<file path="src/rtl/peripheral_mpram_axi4_pkg.sv">
// Shared definitions for the MPRAM AXI4 slave front-end.
//   - AXI burst type encodings
//   - AXI response encodings
//   - front-end FSM state encoding
package peripheral_mpram_axi4_pkg;

  localparam logic [1:0] BURST_FIXED = 2'b00;
  localparam logic [1:0] BURST_INCR  = 2'b01;
  localparam logic [1:0] BURST_WRAP  = 2'b10;

  localparam logic [1:0] RESP_OKAY   = 2'b00;
  localparam logic [1:0] RESP_SLVERR = 2'b10;

  typedef enum logic [2:0] {
    ST_IDLE  = 3'd0,
    ST_WRITE = 3'd1,
    ST_WRESP = 3'd2,
    ST_RREQ  = 3'd3,
    ST_RSEND = 3'd4
  } state_e;

  // WRAP bursts must span 2, 4, 8 or 16 beats.
  function automatic logic wrap_len_ok(input logic [7:0] len);
    return (len == 8'd1) || (len == 8'd3) || (len == 8'd7) || (len == 8'd15);
  endfunction

endpackage

</file>
<file path="src/rtl/peripheral_mpram_axi4_slave_if.sv">
// AXI4 bus bundle between interconnect (master) and the MPRAM front-end (slave).
//   AW/W/B : write address, write data, write response
//   AR/R   : read address, read data
// Parameters: ID_WIDTH, ADDR_WIDTH, DATA_WIDTH.
interface peripheral_mpram_axi4_slave_if #(
  parameter int ID_WIDTH   = 4,
  parameter int ADDR_WIDTH = 12,
  parameter int DATA_WIDTH = 32
);
  logic [ID_WIDTH-1:0]     awid;
  logic [ADDR_WIDTH-1:0]   awaddr;
  logic [7:0]              awlen;
  logic [2:0]              awsize;
  logic [1:0]              awburst;
  logic                    awvalid;
  logic                    awready;

  logic [DATA_WIDTH-1:0]   wdata;
  logic [DATA_WIDTH/8-1:0] wstrb;
  logic                    wlast;
  logic                    wvalid;
  logic                    wready;

  logic [ID_WIDTH-1:0]     bid;
  logic [1:0]              bresp;
  logic                    bvalid;
  logic                    bready;

  logic [ID_WIDTH-1:0]     arid;
  logic [ADDR_WIDTH-1:0]   araddr;
  logic [7:0]              arlen;
  logic [2:0]              arsize;
  logic [1:0]              arburst;
  logic                    arvalid;
  logic                    arready;

  logic [ID_WIDTH-1:0]     rid;
  logic [DATA_WIDTH-1:0]   rdata;
  logic [1:0]              rresp;
  logic                    rlast;
  logic                    rvalid;
  logic                    rready;

  modport slave (
    input  awid, awaddr, awlen, awsize, awburst, awvalid,
    output awready,
    input  wdata, wstrb, wlast, wvalid,
    output wready,
    output bid, bresp, bvalid,
    input  bready,
    input  arid, araddr, arlen, arsize, arburst, arvalid,
    output arready,
    output rid, rdata, rresp, rlast, rvalid,
    input  rready
  );

  modport master (
    output awid, awaddr, awlen, awsize, awburst, awvalid,
    input  awready,
    output wdata, wstrb, wlast, wvalid,
    input  wready,
    input  bid, bresp, bvalid,
    output bready,
    output arid, araddr, arlen, arsize, arburst, arvalid,
    input  arready,
    input  rid, rdata, rresp, rlast, rvalid,
    output rready
  );

endinterface

</file>
<file path="src/rtl/peripheral_mpram_axi4_addr_gen.sv">
// Next RAM word address for an AXI burst beat.
//   addr_i  : current word address
//   burst_i : FIXED / INCR / WRAP
//   len_i   : AXI beat count minus one
//   addr_o  : word address of the following beat
module peripheral_mpram_axi4_addr_gen
  import peripheral_mpram_axi4_pkg::*;
#(
  parameter int ADDR_WIDTH = 10
) (
  input  logic [ADDR_WIDTH-1:0] addr_i,
  input  logic [1:0]            burst_i,
  input  logic [7:0]            len_i,
  output logic [ADDR_WIDTH-1:0] addr_o
);

  logic [ADDR_WIDTH-1:0] incr;
  logic [ADDR_WIDTH-1:0] wrap_mask;

  always_comb begin
    incr      = addr_i + ADDR_WIDTH'(1);
    // Legal wrap lengths are 2^n-1, so len itself is the mask of the wrapping bits.
    wrap_mask = ADDR_WIDTH'(len_i);
    case (burst_i)
      BURST_FIXED: addr_o = addr_i;
      BURST_WRAP:  addr_o = (addr_i & ~wrap_mask) | (incr & wrap_mask);
      default:     addr_o = incr;
    endcase
  end

endmodule

</file>
<file path="src/rtl/peripheral_mpram_axi4_slave.sv">
// AXI4 slave front-end for the MPRAM core: turns one AXI burst at a time into
// single-word RAM accesses, alternating fairly between reads and writes.
//   clk_i, rst_i : clock, synchronous active-high reset
//   axi          : AXI4 slave bundle (AW, W, B, AR, R)
//   mem_req_o, mem_we_o, mem_be_o, mem_addr_o, mem_data_o : RAM request
//   mem_data_i   : RAM read data, one cycle after the address
//
// state  | meaning
// IDLE   | arbitrate AW/AR, wait for the granted address handshake
// WRITE  | accept W beats, one RAM write per beat
// WRESP  | present B until bready
// RREQ   | issue RAM read for the current beat
// RSEND  | present R beat until rready
module peripheral_mpram_axi4_slave
  import peripheral_mpram_axi4_pkg::*;
#(
  parameter  int AXI_ID_WIDTH   = 4,
  parameter  int AXI_ADDR_WIDTH = 12,
  parameter  int AXI_DATA_WIDTH = 32,
  localparam int BYTE_OFF       = $clog2(AXI_DATA_WIDTH/8),
  localparam int RAM_ADDR_WIDTH = AXI_ADDR_WIDTH - BYTE_OFF
) (
  input  logic                        clk_i,
  input  logic                        rst_i,
  peripheral_mpram_axi4_slave_if.slave axi,
  output logic                        mem_req_o,
  output logic                        mem_we_o,
  output logic [AXI_DATA_WIDTH/8-1:0] mem_be_o,
  output logic [RAM_ADDR_WIDTH-1:0]   mem_addr_o,
  output logic [AXI_DATA_WIDTH-1:0]   mem_data_o,
  input  logic [AXI_DATA_WIDTH-1:0]   mem_data_i
);

  localparam logic [2:0] S_IDLE  = ST_IDLE;
  localparam logic [2:0] S_WRITE = ST_WRITE;
  localparam logic [2:0] S_WRESP = ST_WRESP;
  localparam logic [2:0] S_RREQ  = ST_RREQ;
  localparam logic [2:0] S_RSEND = ST_RSEND;

  logic [2:0]                state_q;
  logic                      last_wr_q;
  logic                      awready_q;
  logic                      arready_q;
  logic [AXI_ID_WIDTH-1:0]   id_q;
  logic [7:0]                len_q;
  logic [1:0]                burst_q;
  logic [RAM_ADDR_WIDTH-1:0] addr_q;
  logic [RAM_ADDR_WIDTH-1:0] addr_next;
  logic [7:0]                beat_q;
  logic                      err_q;
  logic                      wlast_err_q;
  logic                      last_beat;
  logic                      w_fire;
  logic                      unused_addr;

  function automatic logic burst_err(input logic [2:0] size, input logic [1:0] burst,
                                     input logic [7:0] len);
    return (size != 3'(BYTE_OFF)) || (burst == 2'b11) ||
           ((burst == BURST_WRAP) && !wrap_len_ok(len));
  endfunction

  peripheral_mpram_axi4_addr_gen #(
    .ADDR_WIDTH(RAM_ADDR_WIDTH)
  ) u_addr_gen (
    .addr_i (addr_q),
    .burst_i(burst_q),
    .len_i  (len_q),
    .addr_o (addr_next)
  );

  assign last_beat = (beat_q == len_q);
  assign w_fire    = (state_q == S_WRITE) && axi.wvalid;

  // Sub-word byte offset bits carry no information for full-width accesses.
  assign unused_addr = ^{axi.awaddr, axi.araddr};

  always_ff @(posedge clk_i) begin
    if (rst_i) begin
      state_q     <= S_IDLE;
      last_wr_q   <= 1'b0;
      awready_q   <= 1'b0;
      arready_q   <= 1'b0;
      id_q        <= '0;
      len_q       <= '0;
      burst_q     <= '0;
      addr_q      <= '0;
      beat_q      <= '0;
      err_q       <= 1'b0;
      wlast_err_q <= 1'b0;
    end else begin
      case (state_q)
        S_IDLE: begin
          if (awready_q && axi.awvalid) begin
            awready_q   <= 1'b0;
            last_wr_q   <= 1'b1;
            id_q        <= axi.awid;
            len_q       <= axi.awlen;
            burst_q     <= axi.awburst;
            addr_q      <= axi.awaddr[AXI_ADDR_WIDTH-1:BYTE_OFF];
            beat_q      <= '0;
            err_q       <= burst_err(axi.awsize, axi.awburst, axi.awlen);
            wlast_err_q <= 1'b0;
            state_q     <= S_WRITE;
          end else if (arready_q && axi.arvalid) begin
            arready_q   <= 1'b0;
            last_wr_q   <= 1'b0;
            id_q        <= axi.arid;
            len_q       <= axi.arlen;
            burst_q     <= axi.arburst;
            addr_q      <= axi.araddr[AXI_ADDR_WIDTH-1:BYTE_OFF];
            beat_q      <= '0;
            err_q       <= burst_err(axi.arsize, axi.arburst, axi.arlen);
            wlast_err_q <= 1'b0;
            state_q     <= S_RREQ;
          end else if (!awready_q && !arready_q) begin
            // Grant is registered so ready never depends combinationally on valid;
            // AXI forbids dropping valid, so the granted request is still there next cycle.
            if (axi.awvalid && (!axi.arvalid || !last_wr_q)) begin
              awready_q <= 1'b1;
            end else if (axi.arvalid) begin
              arready_q <= 1'b1;
            end
          end
        end
        S_WRITE: begin
          if (axi.wvalid) begin
            // Misplaced wlast only affects the response; the beat count ends the burst.
            if (axi.wlast != last_beat) begin
              wlast_err_q <= 1'b1;
            end
            if (last_beat) begin
              state_q <= S_WRESP;
            end else begin
              beat_q <= beat_q + 8'd1;
              addr_q <= addr_next;
            end
          end
        end
        S_WRESP: begin
          if (axi.bready) begin
            state_q <= S_IDLE;
          end
        end
        S_RREQ: begin
          state_q <= S_RSEND;
        end
        S_RSEND: begin
          if (axi.rready) begin
            if (last_beat) begin
              state_q <= S_IDLE;
            end else begin
              beat_q  <= beat_q + 8'd1;
              addr_q  <= addr_next;
              state_q <= S_RREQ;
            end
          end
        end
        default: state_q <= S_IDLE;
      endcase
    end
  end

  assign axi.awready = awready_q;
  assign axi.arready = arready_q;
  assign axi.wready  = (state_q == S_WRITE);

  assign axi.bvalid  = (state_q == S_WRESP);
  assign axi.bid     = axi.bvalid ? id_q : '0;
  assign axi.bresp   = (axi.bvalid && (err_q || wlast_err_q)) ? RESP_SLVERR : RESP_OKAY;

  assign axi.rvalid  = (state_q == S_RSEND);
  assign axi.rid     = axi.rvalid ? id_q : '0;
  assign axi.rdata   = (axi.rvalid && !err_q) ? mem_data_i : '0;
  assign axi.rresp   = (axi.rvalid && err_q) ? RESP_SLVERR : RESP_OKAY;
  assign axi.rlast   = axi.rvalid && last_beat;

  assign mem_req_o   = (w_fire || (state_q == S_RREQ)) && !err_q;
  assign mem_we_o    = w_fire && !err_q;
  assign mem_be_o    = mem_we_o ? axi.wstrb : '0;
  assign mem_data_o  = mem_we_o ? axi.wdata : '0;
  // Address stays on the bus through RSEND so the RAM keeps rdata stable.
  assign mem_addr_o  = ((state_q == S_WRITE) || (state_q == S_RREQ) || (state_q == S_RSEND))
                       ? addr_q : '0;

endmodule

</file>
<file path="src/flat_wrapper.sv">
// flat-port wrapper written by rule: the top's interface ports become plain ports
module peripheral_mpram_axi4_slave_flat import peripheral_mpram_axi4_pkg::*;
#(
  parameter  int AXI_ID_WIDTH   = 4,
  parameter  int AXI_ADDR_WIDTH = 12,
  parameter  int AXI_DATA_WIDTH = 32,
  localparam int BYTE_OFF       = $clog2(AXI_DATA_WIDTH/8),
  localparam int RAM_ADDR_WIDTH = AXI_ADDR_WIDTH - BYTE_OFF
)
  (clk_i, rst_i, mem_req_o, mem_we_o, mem_be_o, mem_addr_o, mem_data_o, mem_data_i, axi_awid, axi_awaddr, axi_awlen, axi_awsize, axi_awburst, axi_awvalid, axi_awready, axi_wdata, axi_wstrb, axi_wlast, axi_wvalid, axi_wready, axi_bid, axi_bresp, axi_bvalid, axi_bready, axi_arid, axi_araddr, axi_arlen, axi_arsize, axi_arburst, axi_arvalid, axi_arready, axi_rid, axi_rdata, axi_rresp, axi_rlast, axi_rvalid, axi_rready);
  peripheral_mpram_axi4_slave_if #(.ID_WIDTH(4), .ADDR_WIDTH(12), .DATA_WIDTH(32)) axi_i ();
  input  logic clk_i;
  input  logic rst_i;
  output logic mem_req_o;
  output logic mem_we_o;
  output logic [AXI_DATA_WIDTH/8-1:0] mem_be_o;
  output logic [RAM_ADDR_WIDTH-1:0] mem_addr_o;
  output logic [AXI_DATA_WIDTH-1:0] mem_data_o;
  input  logic [AXI_DATA_WIDTH-1:0] mem_data_i;
  input wire logic [$bits(axi_i.awid)-1:0] axi_awid;
  input wire logic [$bits(axi_i.awaddr)-1:0] axi_awaddr;
  input wire logic [$bits(axi_i.awlen)-1:0] axi_awlen;
  input wire logic [$bits(axi_i.awsize)-1:0] axi_awsize;
  input wire logic [$bits(axi_i.awburst)-1:0] axi_awburst;
  input wire logic [$bits(axi_i.awvalid)-1:0] axi_awvalid;
  output wire logic [$bits(axi_i.awready)-1:0] axi_awready;
  input wire logic [$bits(axi_i.wdata)-1:0] axi_wdata;
  input wire logic [$bits(axi_i.wstrb)-1:0] axi_wstrb;
  input wire logic [$bits(axi_i.wlast)-1:0] axi_wlast;
  input wire logic [$bits(axi_i.wvalid)-1:0] axi_wvalid;
  output wire logic [$bits(axi_i.wready)-1:0] axi_wready;
  output wire logic [$bits(axi_i.bid)-1:0] axi_bid;
  output wire logic [$bits(axi_i.bresp)-1:0] axi_bresp;
  output wire logic [$bits(axi_i.bvalid)-1:0] axi_bvalid;
  input wire logic [$bits(axi_i.bready)-1:0] axi_bready;
  input wire logic [$bits(axi_i.arid)-1:0] axi_arid;
  input wire logic [$bits(axi_i.araddr)-1:0] axi_araddr;
  input wire logic [$bits(axi_i.arlen)-1:0] axi_arlen;
  input wire logic [$bits(axi_i.arsize)-1:0] axi_arsize;
  input wire logic [$bits(axi_i.arburst)-1:0] axi_arburst;
  input wire logic [$bits(axi_i.arvalid)-1:0] axi_arvalid;
  output wire logic [$bits(axi_i.arready)-1:0] axi_arready;
  output wire logic [$bits(axi_i.rid)-1:0] axi_rid;
  output wire logic [$bits(axi_i.rdata)-1:0] axi_rdata;
  output wire logic [$bits(axi_i.rresp)-1:0] axi_rresp;
  output wire logic [$bits(axi_i.rlast)-1:0] axi_rlast;
  output wire logic [$bits(axi_i.rvalid)-1:0] axi_rvalid;
  input wire logic [$bits(axi_i.rready)-1:0] axi_rready;
  assign axi_i.awid = axi_awid;
  assign axi_i.awaddr = axi_awaddr;
  assign axi_i.awlen = axi_awlen;
  assign axi_i.awsize = axi_awsize;
  assign axi_i.awburst = axi_awburst;
  assign axi_i.awvalid = axi_awvalid;
  assign axi_awready = axi_i.awready;
  assign axi_i.wdata = axi_wdata;
  assign axi_i.wstrb = axi_wstrb;
  assign axi_i.wlast = axi_wlast;
  assign axi_i.wvalid = axi_wvalid;
  assign axi_wready = axi_i.wready;
  assign axi_bid = axi_i.bid;
  assign axi_bresp = axi_i.bresp;
  assign axi_bvalid = axi_i.bvalid;
  assign axi_i.bready = axi_bready;
  assign axi_i.arid = axi_arid;
  assign axi_i.araddr = axi_araddr;
  assign axi_i.arlen = axi_arlen;
  assign axi_i.arsize = axi_arsize;
  assign axi_i.arburst = axi_arburst;
  assign axi_i.arvalid = axi_arvalid;
  assign axi_arready = axi_i.arready;
  assign axi_rid = axi_i.rid;
  assign axi_rdata = axi_i.rdata;
  assign axi_rresp = axi_i.rresp;
  assign axi_rlast = axi_i.rlast;
  assign axi_rvalid = axi_i.rvalid;
  assign axi_i.rready = axi_rready;
  peripheral_mpram_axi4_slave #(.AXI_ID_WIDTH(AXI_ID_WIDTH), .AXI_ADDR_WIDTH(AXI_ADDR_WIDTH), .AXI_DATA_WIDTH(AXI_DATA_WIDTH)) u_core (.clk_i(clk_i), .rst_i(rst_i), .axi(axi_i), .mem_req_o(mem_req_o), .mem_we_o(mem_we_o), .mem_be_o(mem_be_o), .mem_addr_o(mem_addr_o), .mem_data_o(mem_data_o), .mem_data_i(mem_data_i));
endmodule
</file>
<file path="config.mk">
export PLATFORM = sky130hd
export DESIGN_NAME = peripheral_mpram_axi4_slave_flat
export DESIGN_NICKNAME = d
export VERILOG_FILES = /design/src/rtl/peripheral_mpram_axi4_pkg.sv /design/src/rtl/peripheral_mpram_axi4_slave_if.sv /design/src/rtl/peripheral_mpram_axi4_addr_gen.sv /design/src/rtl/peripheral_mpram_axi4_slave.sv /design/src/flat_wrapper.sv
export SDC_FILE = /design/constraint.sdc
export NUM_CORES = 1
export LEC_CHECK = 0
export BUFFER_PORTS_ARGS = -buffer_cell sky130_fd_sc_hd__buf_2
export CORE_MARGIN = 5
export CORE_UTILIZATION = 45
export DETAILED_ROUTE_END_ITERATION = 6
export PLACE_DENSITY = 0.85
export REMOVE_ABC_BUFFERS = 1
export SLEW_MARGIN = 20
export SYNTH_ARGS = -nofsm -noshare
export SYNTH_HDL_FRONTEND = slang
export SYNTH_SLANG_ARGS = --single-unit
</file>
<file path="constraint.sdc">
create_clock -name clk_i -period 3.9 [get_ports clk_i]
set_input_delay 0.78 -clock clk_i [delete_from_list [all_inputs] [get_ports clk_i]]
set_output_delay 0.78 -clock clk_i [all_outputs]
set_load 0.1 [all_outputs]
</file>
==> flow_summary.ini, run 1 <==
[timing]
fmax_ghz = 0.2955
worst_hold_slack_ps = 481.9
tightest_slew_ps = 979.1
setup_viol = 0
period_share = 0.8677
rsz0062_at_grt = no
skew_ps = 5.655
final.setup.worst_slack_ps = 516.1
finalMaxSlewViolations = 0
relSlewSlack = 0.3422
hold_violations = 0
min_period_ps = 3384

[worst_setup_path]
worstSetupPathType = register to output port
crit_chain = or3_1, inv_1, a21oi_1, nor2b_1, buf_2
arrival_ps = 2600
end_kind = output port
start_kind = register
cpPeakStageDelay_ps = 780
worstPathRequired_ps = 3120
cp_num_buf_inv = 2
crit_family = compound AO/OA/AOI/OAI gates
crit_slowest_cell = a21oi_1
crit_fanout = 13

[global_routing]
antenna_found_initial = 3
grt_max_degree = 38
grtUsageTotal = 0.2807
grt_pass1_vias = 3875
gr-total-overflow = 0
grt_pass1_wl_um = 19820

[detailed_routing]
postRouteAntennaNets = 0
via_per_inst = 5.462
wl_um = 12930
first_iter_violations = 230
drc_errors = 0
dr.pass1.iters = 5
num_vias = 4113
post_drt_wl_per_cell_um = 17.17

[finish]
fill_cells = 677
drive_gt1_frac = 0.3850
multi_input_area_um2 = 2270
nNetsFinal = 787
layout_common_cells = buf_2, and2_1, nand2_1, dfxtp_1, nor2_1
areaGrowthSynthToFinish_pct = 39.51
regArea_um2 = 800.8
final_cells = 753
layout_commonest_cell = buf_2

[power_and_ir_drop]
p_seq_frac = 0.306
pwr-share-clk = 0.149
p_sw_frac = 0.5280
p_leak_uw = 0.002284
powerDensity_nw_per_um2 = 444.9
p_comb_frac = 0.545
intPower_uw = 948.9
ir_drop_mv = 0.2432
p_sw_uw = 1062
power.total_uw = 2010

[yosys]
synth_area_um2 = 3239
syn_inst = 444
synth.area.top_cells = dfxtp_1, and2_1, nand2_1, mux2i_1, a311oi_1
synth_top_flop_cell = dfxtp_1
synth_async_sr_flop_share = 0
yosys_warnings = 0
seq_area_frac_synth = 0.2472
avgSynthCellArea_um2 = 7.296
yosys.area.top_type = dfxtp_1
synth-edff-count = 0
synth-seq-cells = 40
netlist.area_leader.share = 0.2472
synth_cell_types = 63

[clock_network]
clk_path_buf_depth = 2
ctsHtreeMaxLevel = 2
cts_buffers = 5
cts_tree = yes
clock_latency_ps = 300
clock-sinks = 40
root_buffer = clkbuf_8
cts_resized = 0
postCtsSetupRepairBufs = 0
clk_pin_slew_ps = 80
cts_hold_buffers = 0

[placement]
gp_congestion = 0.9950
dp_cells = 743
place_ws_ps = 931.4
hpwl_um = 10370
port_buffers = 225

[floorplanning]
die_x_um = 94.85
die_area_um2 = 8996
die_y_um = 94.85
rows = 31
core_um2 = 7137
ios = 232
initial_core_util = 0.4539

[run_status]
run_status = finished clean

[job]
maxCapViolations = 0

[min_path]
hold_class = register to register
-- layer usage --
metal,GRT usage,share of wire,routed length [µm]
met1,0.3664,0.42,5417
met2,0.4674,0.46,5971
met3,0.06056,0.094,1221
met4,0.07452,0.023,302
met5,0,0.0010,13
-- Yosys cell counts (all sizes together), types with 3 or more instances --
| cell | instances |
|---|---|
| a211oi | 4 |
| clkbuf | 25 |
| xnor2 | 12 |
| or3 | 3 |
| inv | 8 |
| nand2 | 45 |
| nand2b | 4 |
| a311oi | 16 |
| dfxtp | 40 |
| a21oi | 18 |
| and3 | 7 |
| and2 | 79 |
| buf | 10 |
| mux2i | 15 |
| or2 | 3 |
| a31oi | 4 |
| nand4 | 7 |
| nand3b | 3 |
| nor3 | 9 |
| nor2b | 8 |
| nor2 | 36 |
| o211ai | 4 |
| nand3 | 27 |
| o21ai | 17 |
-- through the flow --
| step | area (µm²) | util | setup TNS [ps] |
|---|---|---|---|
| floorplan | 3085 | - | -50830 |
| global placement | 4418 | 0.6190 | 0 |
| detailed placement | 4418 | 0.6190 | 0 |
| CTS | 4514 | 0.6325 | 0 |
| global route | 4519 | 0.6332 | 0 |
| finish | 4519 | 0.6332 | 0 |
-- kinds of logic after synthesis --
| family | Yosys count | share of synthesized area |
|---|---|---|
| other | 1 | 0.001158 |
| muxes | 16 | 0.04982 |
| AOI/OAI and AO/OA | 84 | 0.1893 |
| and+or+nand+nor | 244 | 0.4090 |
| xor gates and xnor gates | 14 | 0.03785 |
| adders and majority gates | 2 | 0.007724 |
| DFF | 40 | 0.2472 |
| buffers and inverters | 43 | 0.05793 |
-- power groups by stage --
stage | combinational, µW | sequential, µW | clock, µW
floorplan | 782 | 614 | 0
global placement | 1060 | 611 | 0
detailed placement | 1080 | 617 | 0
CTS | 1090 | 609 | 302
global route | 1180 | 627 | 321
finish | 1090 | 615 | 300
-- final timing paths --
| check | start | to | slack, ps | depth (start not counted) |
|---|---|---|---|---|
| worst min register to register | u_core.wlast_err_q$_SDFFE_PP0P_ | u_core.wlast_err_q$_SDFFE_PP0P_ | 480 | 1 |
| worst max-delay path | u_core.state_q[1]$_SDFFE_PP0P_ | mem_addr_o[0] | 520 | 5 |
| worst max register to register | u_core.state_q[0]$_SDFFE_PP0P_ | u_core.beat_q[1]$_SDFFE_PP0P_ | 1490 | 5 |
| worst min-delay path | u_core.wlast_err_q$_SDFFE_PP0P_ | u_core.wlast_err_q$_SDFFE_PP0P_ | 480 | 1 |
-- cell type report --
class | count | share of cell area
well taps | 99 | 0.02741
inverters | 8 | 0.006645
multi-input cells | 362 | 0.5022
clock buffers | 6 | 0.01827
repair buffers | 234 | 0.2641
diodes | 2 | 0.001107
clock inverters | 2 | 0.003045
flip-flops and latches | 40 | 0.1772
Note: power is estimated with default switching activity, not from simulation.
==> run 2, diff against run 1 <==
==> constraint.sdc (replaced) <==
create_clock -name clk_i -period 3.9 [get_ports clk_i]
set_input_delay 0.39 -clock clk_i [delete_from_list [all_inputs] [get_ports clk_i]]
set_output_delay 0.39 -clock clk_i [all_outputs]
set_load 0.1 [all_outputs]
==> run 2 against run 1 <==
Core utilization hardly changed; sequential share of layout area hardly changed; die area did not move; hold slack got worse by 120 ps; first-iteration DRC count is 54% higher; non-clock buffer count decreased by 3; final area barely moved; cell count decreased by 0.66%.
==> flow_summary.ini, run 2 (synthesized netlist as in run 1, its figures left out) <==
[clock_network]
root_buffer = clkbuf_8
clock_latency_ps = 300
cts_hold_buffers = 0
cts_buffers = 5
postCtsSetupRepairBufs = 0
ctsHtreeMaxLevel = 2
cts_tree = yes
clock-sinks = 40
clk_path_buf_depth = 2
cts_resized = 0
clk_pin_slew_ps = 80

[timing]
hold_violations = 0
rsz0062_at_grt = no
setup_viol = 0
tightest_slew_ps = 936.9
min_period_ps = 2985
period_share = 0.7653
skew_ps = 5.172
relSlewSlack = 0.3706
fmax_ghz = 0.3351
worst_hold_slack_ps = 360.7
finalMaxSlewViolations = 0

[floorplanning]
die_area_um2 = 8996
initial_core_util = 0.4539
die_x_um = 94.85
ios = 232
core_um2 = 7137
die_y_um = 94.85
rows = 31

[finish]
multi_input_area_um2 = 2270
areaGrowthSynthToFinish_pct = 39.59
fill_cells = 689
regArea_um2 = 800.8
nNetsFinal = 784
layout_common_cells = buf_2, and2_1, nand2_1, dfxtp_1, nor2_1
drive_gt1_frac = 0.3821
num_antenna_cells = 0
layout_commonest_cell = buf_2

[worst_setup_path]
cpPeakStageDelay_ps = 680
crit_family = simple AND/OR/NAND/NOR gates
worstSetupPathType = register to output port
r2r_slack_ps = 1500
critPathLaunch = u_core.state_q[1]$_SDFFE_PP0P_
arrival_ps = 2590
crit_fanout = 13
cp_num_buf_inv = 2
crit_chain = inv_1, nor3_1, and2_1, buf_2
rr_startpoint = u_core.state_q[0]$_SDFFE_PP0P_
worstPathRequired_ps = 3510
r2r-end = u_core.beat_q[1]$_SDFFE_PP0P_
worst_r2r_path_depth = 5
crit_slowest_cell = dfxtp_1
start_kind = register
end_kind = output port

[power_and_ir_drop]
powerDensity_nw_per_um2 = 459.3
power.total_uw = 2077
p_leak_uw = 0.002283
ir_drop_mv = 0.2443

[min_path]
hold_depth = 3
hold_class = input pin to register
hold_start = axi_arid[1]
hold_path_end = u_core.id_q[1]$_SDFFE_PP0P_

[global_routing]
grtUsageTotal = 0.2730
antenna_found_initial = 0
grt_max_degree = 38
gr-total-overflow = 0
grt_pass1_vias = 3765
grt_pass1_wl_um = 19250

[detailed_routing]
wl_um = 12580
first_iter_violations = 355
drc_errors = 0
postRouteAntennaNets = 0
dr.pass1.iters = 5
num_vias = 4096
via_per_inst = 5.476
post_drt_wl_per_cell_um = 16.82

[job]
maxCapViolations = 0

[run_status]
run_status = finished clean

[placement]
port_buffers = 225
hpwl_um = 10080
gp_congestion = 0.9770
## run 2: cell count changes in the layout (fill, tap and decap cells not counted), sizes merged
cell	change
inv	-1
clkbuf	+1
buf	-3
bufinv	+1
diode	-2
clkinv	-1
## run 2: metal layers
layer	up-vias	wire (µm)	global-route usage
li1	1972	-	-
met1	1869	5117	0.3702
met2	241	5874	0.4433
met3	14	1428	0.06135
met4	0	164	0.05769
met5	-	0	0
## run 2: worst max-delay path by stage
stage | slack [ps] | cells after the start | end
floorplan | -760 | 3 | mem_be_o[0]
global placement | 1310 | 4 | axi_bid[0]
detailed placement | 1250 | 4 | axi_bid[1]
CTS | 910 | 4 | axi_bid[1]
global route | 710 | 4 | axi_bid[2]
finish | 920 | 4 | axi_bid[2]
## run 2: worst reg2reg max path, cell delays in order, from the launching register on
cell and delay (ps):
dfxtp_1 590, xnor2_1 160, or2_1 410, nor3_1 790, o21ai_0 230, a21oi_1 160
## run 2: cell type report
class / instances / area share
sequential: 40 / 0.1771
timing repair buffer: 231 / 0.2590
clock inverter: 1 / 0.006641
multi-input combinational: 362 / 0.5019
inverter: 8 / 0.006641
tap: 99 / 0.02739
clock buffer: 7 / 0.02131
## run 2: power breakdown
group	switching [µW]	total, µW	leakage [µW]	internal (µW)
clock	153	378	0.0000645	226
combinational	788	1100	0.00189	314
sequential	113	596	0.000326	483
total	1050	2080	0.00228	1020
## run 2: through the flow
| step | setup WS [ps] | instances | instance area [µm²] | util | TNS (ps) |
|---|---|---|---|---|---|
| after floorplan | -762.4 | 410 | 3085 | - | -29550 |
| after global placement | 1308 | 740 | 4395 | 0.6159 | 0 |
| after detailed placement | 1247 | 740 | 4395 | 0.6159 | 0 |
| after CTS | 910.2 | 748 | 4522 | 0.6336 | 0 |
| after global routing | 712.9 | 748 | 4522 | 0.6336 | 0 |
| final | 915.4 | 748 | 4522 | 0.6336 | 0 |
